### config.mk
export PLATFORM = sky130hd
export DESIGN_NAME = serial_subtractor
export DESIGN_NICKNAME = d
export VERILOG_FILES = /design/src/rtl/serial_subtractor.sv
export SDC_FILE = /design/constraint.sdc
export NUM_CORES = 1
export LEC_CHECK = 0
export CORE_UTILIZATION = 51
export CTS_CLUSTER_DIAMETER = 60
export DETAILED_ROUTE_END_ITERATION = 8
export GPL_ROUTABILITY_DRIVEN = 0
export GPL_TIMING_DRIVEN = 0
export HOLD_SLACK_MARGIN = 0.05
export PLACE_DENSITY_LB_ADDON = 0.3
export SLEW_MARGIN = 20
export SYNTH_ARGS = -nofsm -noshare
export SYNTH_HDL_FRONTEND = slang
export SYNTH_SLANG_ARGS = --single-unit
### constraint.sdc
create_clock -name clk -period 1.6 [get_ports clk]
set_clock_uncertainty 0.1 [all_clocks]
set_input_delay 0.32 -clock clk [delete_from_list [all_inputs] [get_ports clk]]
set_output_delay 0.32 -clock clk [all_outputs]
set_load 0.005 [all_outputs]
### src/rtl/serial_subtractor.sv
// Bit-serial unsigned subtractor: computes a - b one bit per clock, LSB first,
// using a single full-subtractor cell and a borrow flop. A result takes
// WIDTH+1 cycles after the accept edge (WIDTH RUN cycles plus one DONE cycle).
//
// state  | meaning
// -------+---------------------------------------------------------------
// IDLE   | waiting for start; operands are captured on the accept edge
// RUN    | one bit per cycle through the full-subtractor step
// DONE   | diff/borrow just updated; done pulses for this single cycle
module serial_subtractor #(
    parameter int WIDTH = 8
) (
    input  logic             clk,
    input  logic             rst,
    input  logic             start,
    input  logic [WIDTH-1:0] a,
    input  logic [WIDTH-1:0] b,
    output logic             busy,
    output logic             done,
    output logic [WIDTH-1:0] diff,
    output logic             borrow
);

    localparam int CW = $clog2(WIDTH + 1);

    localparam logic [1:0] S_IDLE = 2'd0;
    localparam logic [1:0] S_RUN  = 2'd1;
    localparam logic [1:0] S_DONE = 2'd2;

    localparam logic [CW-1:0] CNT_LAST = CW'(WIDTH - 1);

    logic [1:0]       state_q, state_d;
    logic [WIDTH-1:0] sa_q, sa_d;
    logic [WIDTH-1:0] sb_q, sb_d;
    logic [WIDTH-1:0] sd_q, sd_d;
    logic             br_q, br_d;
    logic [CW-1:0]    cnt_q, cnt_d;
    logic [WIDTH-1:0] diff_q, diff_d;
    logic             borrow_q, borrow_d;

    logic             bit_d;
    logic             bit_bo;
    logic [WIDTH-1:0] sd_shift;

    // Single-bit full-subtractor cell on the current LSBs plus carried borrow.
    always_comb begin
        bit_d    = sa_q[0] ^ sb_q[0] ^ br_q;
        bit_bo   = (~sa_q[0] & sb_q[0]) | (~(sa_q[0] ^ sb_q[0]) & br_q);
        sd_shift = {bit_d, sd_q[WIDTH-1:1]};
    end

    // Next-state and datapath update; the last RUN bit goes straight into diff.
    always_comb begin
        state_d  = state_q;
        sa_d     = sa_q;
        sb_d     = sb_q;
        sd_d     = sd_q;
        br_d     = br_q;
        cnt_d    = cnt_q;
        diff_d   = diff_q;
        borrow_d = borrow_q;
        case (state_q)
            S_IDLE: begin
                if (start) begin
                    state_d = S_RUN;
                    sa_d    = a;
                    sb_d    = b;
                    br_d    = 1'b0;
                    cnt_d   = '0;
                end
            end
            S_RUN: begin
                sa_d  = sa_q >> 1;
                sb_d  = sb_q >> 1;
                sd_d  = sd_shift;
                br_d  = bit_bo;
                cnt_d = cnt_q + 1'b1;
                if (cnt_q == CNT_LAST) begin
                    state_d  = S_DONE;
                    diff_d   = sd_shift;
                    borrow_d = bit_bo;
                end
            end
            S_DONE: begin
                state_d = S_IDLE;
            end
            default: begin
                state_d = S_IDLE;
            end
        endcase
    end

    // State registers with synchronous reset; reset also clears the outputs.
    always_ff @(posedge clk) begin
        if (rst) begin
            state_q  <= S_IDLE;
            sa_q     <= '0;
            sb_q     <= '0;
            sd_q     <= '0;
            br_q     <= 1'b0;
            cnt_q    <= '0;
            diff_q   <= '0;
            borrow_q <= 1'b0;
        end else begin
            state_q  <= state_d;
            sa_q     <= sa_d;
            sb_q     <= sb_d;
            sd_q     <= sd_d;
            br_q     <= br_d;
            cnt_q    <= cnt_d;
            diff_q   <= diff_d;
            borrow_q <= borrow_d;
        end
    end

    assign busy   = (state_q == S_RUN);
    assign done   = (state_q == S_DONE);
    assign diff   = diff_q;
    assign borrow = borrow_q;

endmodule

* Word-level counts from Yosys, hierarchy flattened
Index checks and enable logic that the tools add are counted.
** Word-level totals
- Register bits after elaboration :: 40
- Input port bits :: 19
- Output and inout bits :: 11
- Logic and storage cells :: 37
** Operators by class
- Add/sub/neg operators :: 1
- Equal/unequal tests :: 5
- Mux-type cells :: 11
- Bitwise operators :: 7
- Reductions and logical operators :: 5
** Operators by type and width (number)
- 8-bit case mux with 2 select lines :: 2
- 8-bit two-way mux :: 2
- 4-bit case mux with 2 select lines :: 1
- 2-bit AND reduction :: 3
- 4-bit by 1-bit adder with 4-bit output (second input constant) :: 1
- 4-bit by 3-bit == test with 1-bit output (second input constant) :: 1
- 2-bit two-way mux :: 2
- 4-bit two-way mux :: 1
- 2-bit case mux with 2 select lines :: 1
- 1-bit bitwise AND :: 2
- 2-bit by 1-bit == test with 1-bit output (second input constant) :: 1
- 2-bit == test (second input constant) :: 1
- 2-bit logical NOT :: 1
- 2-bit by 1-bit != test with 1-bit output (second input constant) :: 1
- 2-bit != test (second input constant) :: 1
- 1-bit inverter :: 2
- 1-bit case mux with 2 select lines :: 1
- 2-bit nonzero test :: 1
- 1-bit XOR :: 2
- 1-bit two-way mux :: 1
- 1-bit bitwise OR :: 1

* Depth between registers and ports, before layout
Gate-level depths: netlist (run 1).
- Depth in word-level cells :: 5
- Mapped depth :: 6
- Depth with buffers taken out :: 4

* Least setup slack after synthesis (run 1)
Ideal clock, no wire load.
- Path kind :: reg-to-reg
- Start :: reg cnt_q[0]
- End :: reg borrow_q (netlist: borrow)
- Setup time :: 0.134 ns
- Arrival :: 1.168 ns
- Required time :: 1.366 ns
- Setup slack :: 0.198 ns
- Stages on the path, launching flop included :: 7
- Buffers on the path :: 2
- Clock period less this slack :: 1.402 ns
- Cells stage by stage :: dfxtp_1 > ha_1 > and3b_1 > buf_4 > buf_4 > a21oi_1 > a211oi_1
** Between the ends
- Longest elaborated chain between the ends :: 2
** RTL lines
- start: declaration :: line 37 : logic [CW-1:0] cnt_q, cnt_d;
- start signal: assignment :: line 110 : cnt_q <= cnt_d;
- 4-bit by 3-bit == test with 1-bit output :: line 78 : if (cnt_q == CNT_LAST) begin
- 2-bit AND reduction (no source line)
- end signal: assignment :: line 112 : borrow_q <= borrow_d;
- end: declaration :: line 39 : logic borrow_q, borrow_d;
Every way passes these cells.
A chain may end at the register's enable or synchronous reset.

* Worst setup path after layout (run 1)
- Start :: reg state_q[1]
- End :: out done
** Between the ends
- Longest elaborated chain between the ends :: 1
** RTL lines
- start: declaration :: line 32 : logic [1:0] state_q, state_d;
- start signal: assignment :: line 105 : state_q <= state_d;
- 2-bit == test :: line 117 : assign done = (state_q == S_DONE);
- end: declaration :: line 19 : output logic done,
Every way passes these cells.

==> run summary, run 1 <==
most common cell after layout, fill and taps aside - nor2_1
Max VDD drop - 0.501 mV
flop2flop setup slack - 0.08 ns
worst r2r src - state_q[1]
MaxCap Viol Count - 0
global-route wire length before repair - 6.22 mm
global route overflow - 0
Critical Path Source - state_q[1]
root buf cell - clkbuf_4
endpoints failing setup - 0
Routed Antenna Nets - 0
Syn Area/Cell - 8.80 sq um
final hold vios - 0
area delta synth->final - 29.0%
CTS tree - yes
Critical Path End - done
share of cells above drive strength 1 - 22.2%
Hold Crit Class - input port to flop
syn nets - 213
WL/cell - 13.8 um
main area contributors after synthesis - dfxtp_1, a211oi_1, nor2_1, o2bb2ai_1, a21oi_1
critical path startpoint category - flop
setup TNS - 0 ns
Post-synth ARST share - 0%
synth unique cells - 32
# clock sinks - 39
first-iteration detailed-routing DRC count - 78
H-Tree Depth - 2
Tmin final - 1.56 ns
WS Path Type - flop to primary output
HPWL after detailed placement - 2.50 mm
Syn Std Cell Area - 1690 sq um
CTS buffer count - 5
Die W - 59.6 um
hold buffer count at CTS - 0
most frequent cells in the layout - nor2_1, dfxtp_1, nand2_1, a21oi_1, clkdlybuf4s50_1
Yosys warnings - 0
Clock transition at path regs - 0.11 ns
Pins Over Slew Limit - 0
Hold Slack - 0.270 ns
biggest area consumer among synthesized cells - dfxtp_1
Req. time, crit path - 1.18 ns
Clock Path Buffers - 2
Die Y - 59.6 um
detailed-router iteration count before antenna repair - 4
area share of the leading cell type in the synthesized netlist - 46.2%
register area share after synthesis - 46.2%
final period utilization - 97.5%
register area - 797 sq um
fillers - 247
antenna violations before repair - 0
GRT Overall Usage - 23.9%
Clk Latency, worst-skew pair - 0.35 ns
Port Buf Inserts - 27
EDFF count, synth - 0
pwr dens - 808 nW/um^2
num ports - 30
diode count - 0
row count - 20
Slew @ Worst Pin - 0.533 ns
Slew HR - 64.4%
Worst EP arrival - 1.14 ns
LEAKAGE - 0.946 nW
maximum clock rate - 641 MHz
die area - 3550 sq um
Synth Register Bits - 39
final wirelength - 3.79 mm
largest net degree at the start of global routing - 19
area of the multi-input gates - 820 sq um
via/cell ratio - 5.54
via count - 1518
worst r2r dst - sb_q[6]
crit end category - primary output
vias in the first global route - 1414
Worst R2R Path Depth - 6
nets@finish - 252
outcome - complete, no violations
Gate Count Post-Synth - 192
Top FF cell, synth - dfxtp_1
Core Region - 3100 sq um
initial core utilization - 54.4%
number of remaining DRC errors - 0
CP max FO - 2
-- timing repair --
action                     CTS  global route
setup buffers                8             0
pin swaps                    1             1
gates resized for setup     23            22
setup endpoints to repair    9            30
-- critical path: stages (launching register included) --
cell        delay (ns)
dfxtp_4           0.36
buf_4             0.12
clkinvlp_4        0.10
nor2_2            0.10
buf_2             0.11
-- synthesized netlist by cell type, types with 2 or more instances --
library cell	number
dfxtp_1	39
buf_2	4
inv_1	4
nor2_1	31
a211oi_1	16
a21bo_2	8
clkbuf_1	5
a22oi_1	3
nand3_1	10
buf_6	2
o2bb2ai_1	12
o22ai_1	2
a21oi_1	17
nand2_1	18
nand2b_1	2
buf_4	3
-- flip-flops by register name, indices dropped and copies added, names as in the netlist --
register / cells
sa_q: 8
sb_q: 8
state_q: 2
borrow: 1
sd_q: 7
diff: 8
br_q: 1
cnt_q: 4
-- cell families after synthesis --
logic type / count (synthesis) / share of synthesized area [%]
adders and majority gates: 2 / 1.93
DFF: 39 / 46.2
and+or+nand+nor: 66 / 16.7
AOI/OAI and AO/OA: 64 / 28.4
buffers and inverters: 21 / 6.74
-- through the flow --
step / worst slack, ns / power (mW) / util [%] / instance area [sq um] / std cells
3_5_place_dp: -0.266 / 1.30 / 64.9 / 2010 / 263
2_1_floorplan: 0.198 / 1.21 / - / 1690 / 192
6_report: 0.0393 / 1.76 / 70.2 / 2180 / 274
4_1_cts: -0.0209 / 1.75 / 68.9 / 2140 / 275
5_1_grt: -0.0383 / 1.83 / 70.2 / 2180 / 274
3_3_place_gp: -0.265 / 1.29 / 64.9 / 2010 / 263
-- layer usage --
metal / wire length, um / vias up / part of all wire (%) / GRT usage [%]
li1: - / 752 / - / -
met1: 1770 / 707 / 47 / 32.2
met2: 1730 / 55 / 46 / 35.2
met3: 245 / 4 / 6.5 / 7.42
met4: 44 / 0 / 1.2 / 10.6
met5: 0 / - / 0 / 0
-- cell type report --
type	instances	area share [%]
clock buffer	6	1.90
tap	44	2.53
inverter	5	1.38
sequential	39	36.6
buffer	13	3.79
multi-input combinational	132	37.6
timing repair buffer	35	16.2
-- how the worst min path moves through the flow --
stage,end,cells after the start,from
6_report,cnt_q[1],2,rst
5_1_grt,state_q[1],2,rst
4_1_cts,br_q,2,rst
3_5_place_dp,sd_q[1],2,sd_q[1]
3_3_place_gp,sd_q[1],2,sd_q[1]
2_1_floorplan,sd_q[1],2,sd_q[1]
-- power by group --
| part | internal [mW] | total, mW | switching (mW) |
|---|---|---|---|
| clock network | 0.156 | 0.461 | 0.305 |
| logic | 0.125 | 0.262 | 0.137 |
| registers | 1.01 | 1.04 | 0.0250 |
No activity file was read; power rests on OpenSTA's default activity.
==> inputs of run 2 (changes only) <==
- GPL_ROUTABILITY_DRIVEN: 0 -> not set
- TNS_END_PERCENT: not set -> 30
==> run 2 against run 1 <==
  * Power hardly changed
  * Global-route usage stayed put
  * Sequential cell count stayed put
  * First-iteration DRC count stayed put
==> run summary, run 2 (same netlist as run 1, synthesis figures left out) <==
global route overflow - 0
final hold vios - 0
crit-path max cell delay - 0.49 ns
diode count - 0
detailed-router iteration count before antenna repair - 4
most frequent cells in the layout - nor2_1, dfxtp_1, nand2_1, a21oi_1, clkdlybuf4s50_1
CTS buffer count - 5
Hold Path Origin - rst
Pins Over Slew Limit - 0
crit path cell chain - clkdlybuf4s50_1
maximum clock rate - 628 MHz
final core occ - 70.1%
outcome - complete, no violations
family with the most delay on the worst path - buffers and inverters
root buf cell - clkbuf_4
Routed Antenna Nets - 0
WL/cell - 13.8 um
crit end category - primary output
final wirelength - 3.79 mm
final period utilization - 99.5%
first-iteration detailed-routing DRC count - 78
CTS tree - yes
global-route wire length before repair - 6.22 mm
worst r2r src - state_q[1]
H-Tree Depth - 2
row count - 20
Clk Latency, worst-skew pair - 0.35 ns
largest net degree at the start of global routing - 19
Die W - 59.6 um
HPWL after detailed placement - 2.50 mm
initial core utilization - 54.4%
Slew @ Worst Pin - 0.533 ns
Clock Path Buffers - 2
most common cell after layout, fill and taps aside - nor2_1
Hold Crit Class - input port to flop
vias in the first global route - 1414
critical path startpoint category - flop
Critical Path Source - diff[4]
flop2flop setup slack - 0.08 ns
LEAKAGE - 0.928 nW
WS Path Type - flop to primary output
routability cong. - 0.828
Max VDD drop - 0.500 mV
Req. time, crit path - 1.18 ns
CP Buf/Inv Count - 1
GRT Overall Usage - 23.9%
Tmin final - 1.59 ns
area delta synth->final - 28.8%
MaxCap Viol Count - 0
Worst path slowest cell - clkdlybuf4s50_1
endpoints failing setup - 0
Slew HR - 64.4%
via count - 1511
nets@finish - 252
antenna violations before repair - 0
unrepaired setup endpoints after global routing - yes
Clock transition at path regs - 0.11 ns
Port Buf Inserts - 27
Worst EP arrival - 1.17 ns
via/cell ratio - 5.51
Core Region - 3100 sq um
Die Y - 59.6 um
num ports - 30
die area - 3550 sq um
# clock sinks - 39
number of remaining DRC errors - 0
share of cells above drive strength 1 - 22.2%
CP max FO - 2
Power Total - 1.76 mW
pwr dens - 809 nW/um^2
-- run 2: cell types whose count changed in the layout (fill, tap and decap cells not counted) --
cell | before | now
clkdlybuf4s50_1 | 16 | 17
dlymetal6s2s_1 | 8 | 7
-- run 2: power breakdown --
part	switching, mW	total (mW)	internal [mW]
Sequential	0.0250	1.04	1.01
Clock	0.304	0.460	0.156
Combinational	0.137	0.262	0.125
-- run 2: final timing paths --
| path | endpoint | cells past startpoint |
|---|---|---|
| hold / removal | cnt_q[1] | 2 |
| setup reg to reg | sb_q[6] | 6 |
| setup / recovery | diff[4] | 1 |
| hold reg to reg | cnt_q[0] | 1 |
-- run 2: area by class of cell --
class                   instances  area [sq um]
flip-flops and latches         39           797
plain buffers                  13          82.6
well taps                      44          55.1
clock buffers                   6          41.3
inverters                       5          30.0
multi-input cells             132           820
fillers                       245           927
repair buffers                 35           350
-- run 2: layer usage --
metal  vias to the layer above  GRT usage, %  wire length, um
met5                         -             0                0
met4                         0          10.6               44
met3                         4          7.42              235
met2                        51          35.2             1730
met1                       704          32.2             1780
li1                        752             -                -
-- run 2: timing repair --
| action | 4_1_cts | 5_1_grt |
|---|---|---|
| gates resized for setup | 23 | 21 |
| pin swaps | 1 | 1 |
| buffers inserted | 8 | 0 |
| setup endpoints to repair | 9 | 30 |
| hold buffers | 0 | 0 |
-- run 2: metrics by stage --
step / hold slack, ns / instances / cell area [sq um] / setup slack, ns / TNS (ns)
floorplan: 0.337 / 192 / 1690 / 0.198 / 0
global placement: 0.344 / 263 / 2010 / -0.265 / -0.520
detailed placement: 0.353 / 263 / 2010 / -0.266 / -0.528
CTS: 0.271 / 275 / 2140 / -0.0209 / -0.0378
global route: 0.291 / 274 / 2180 / -0.0383 / -0.0896
finish: 0.271 / 274 / 2180 / 0.00868 / 0
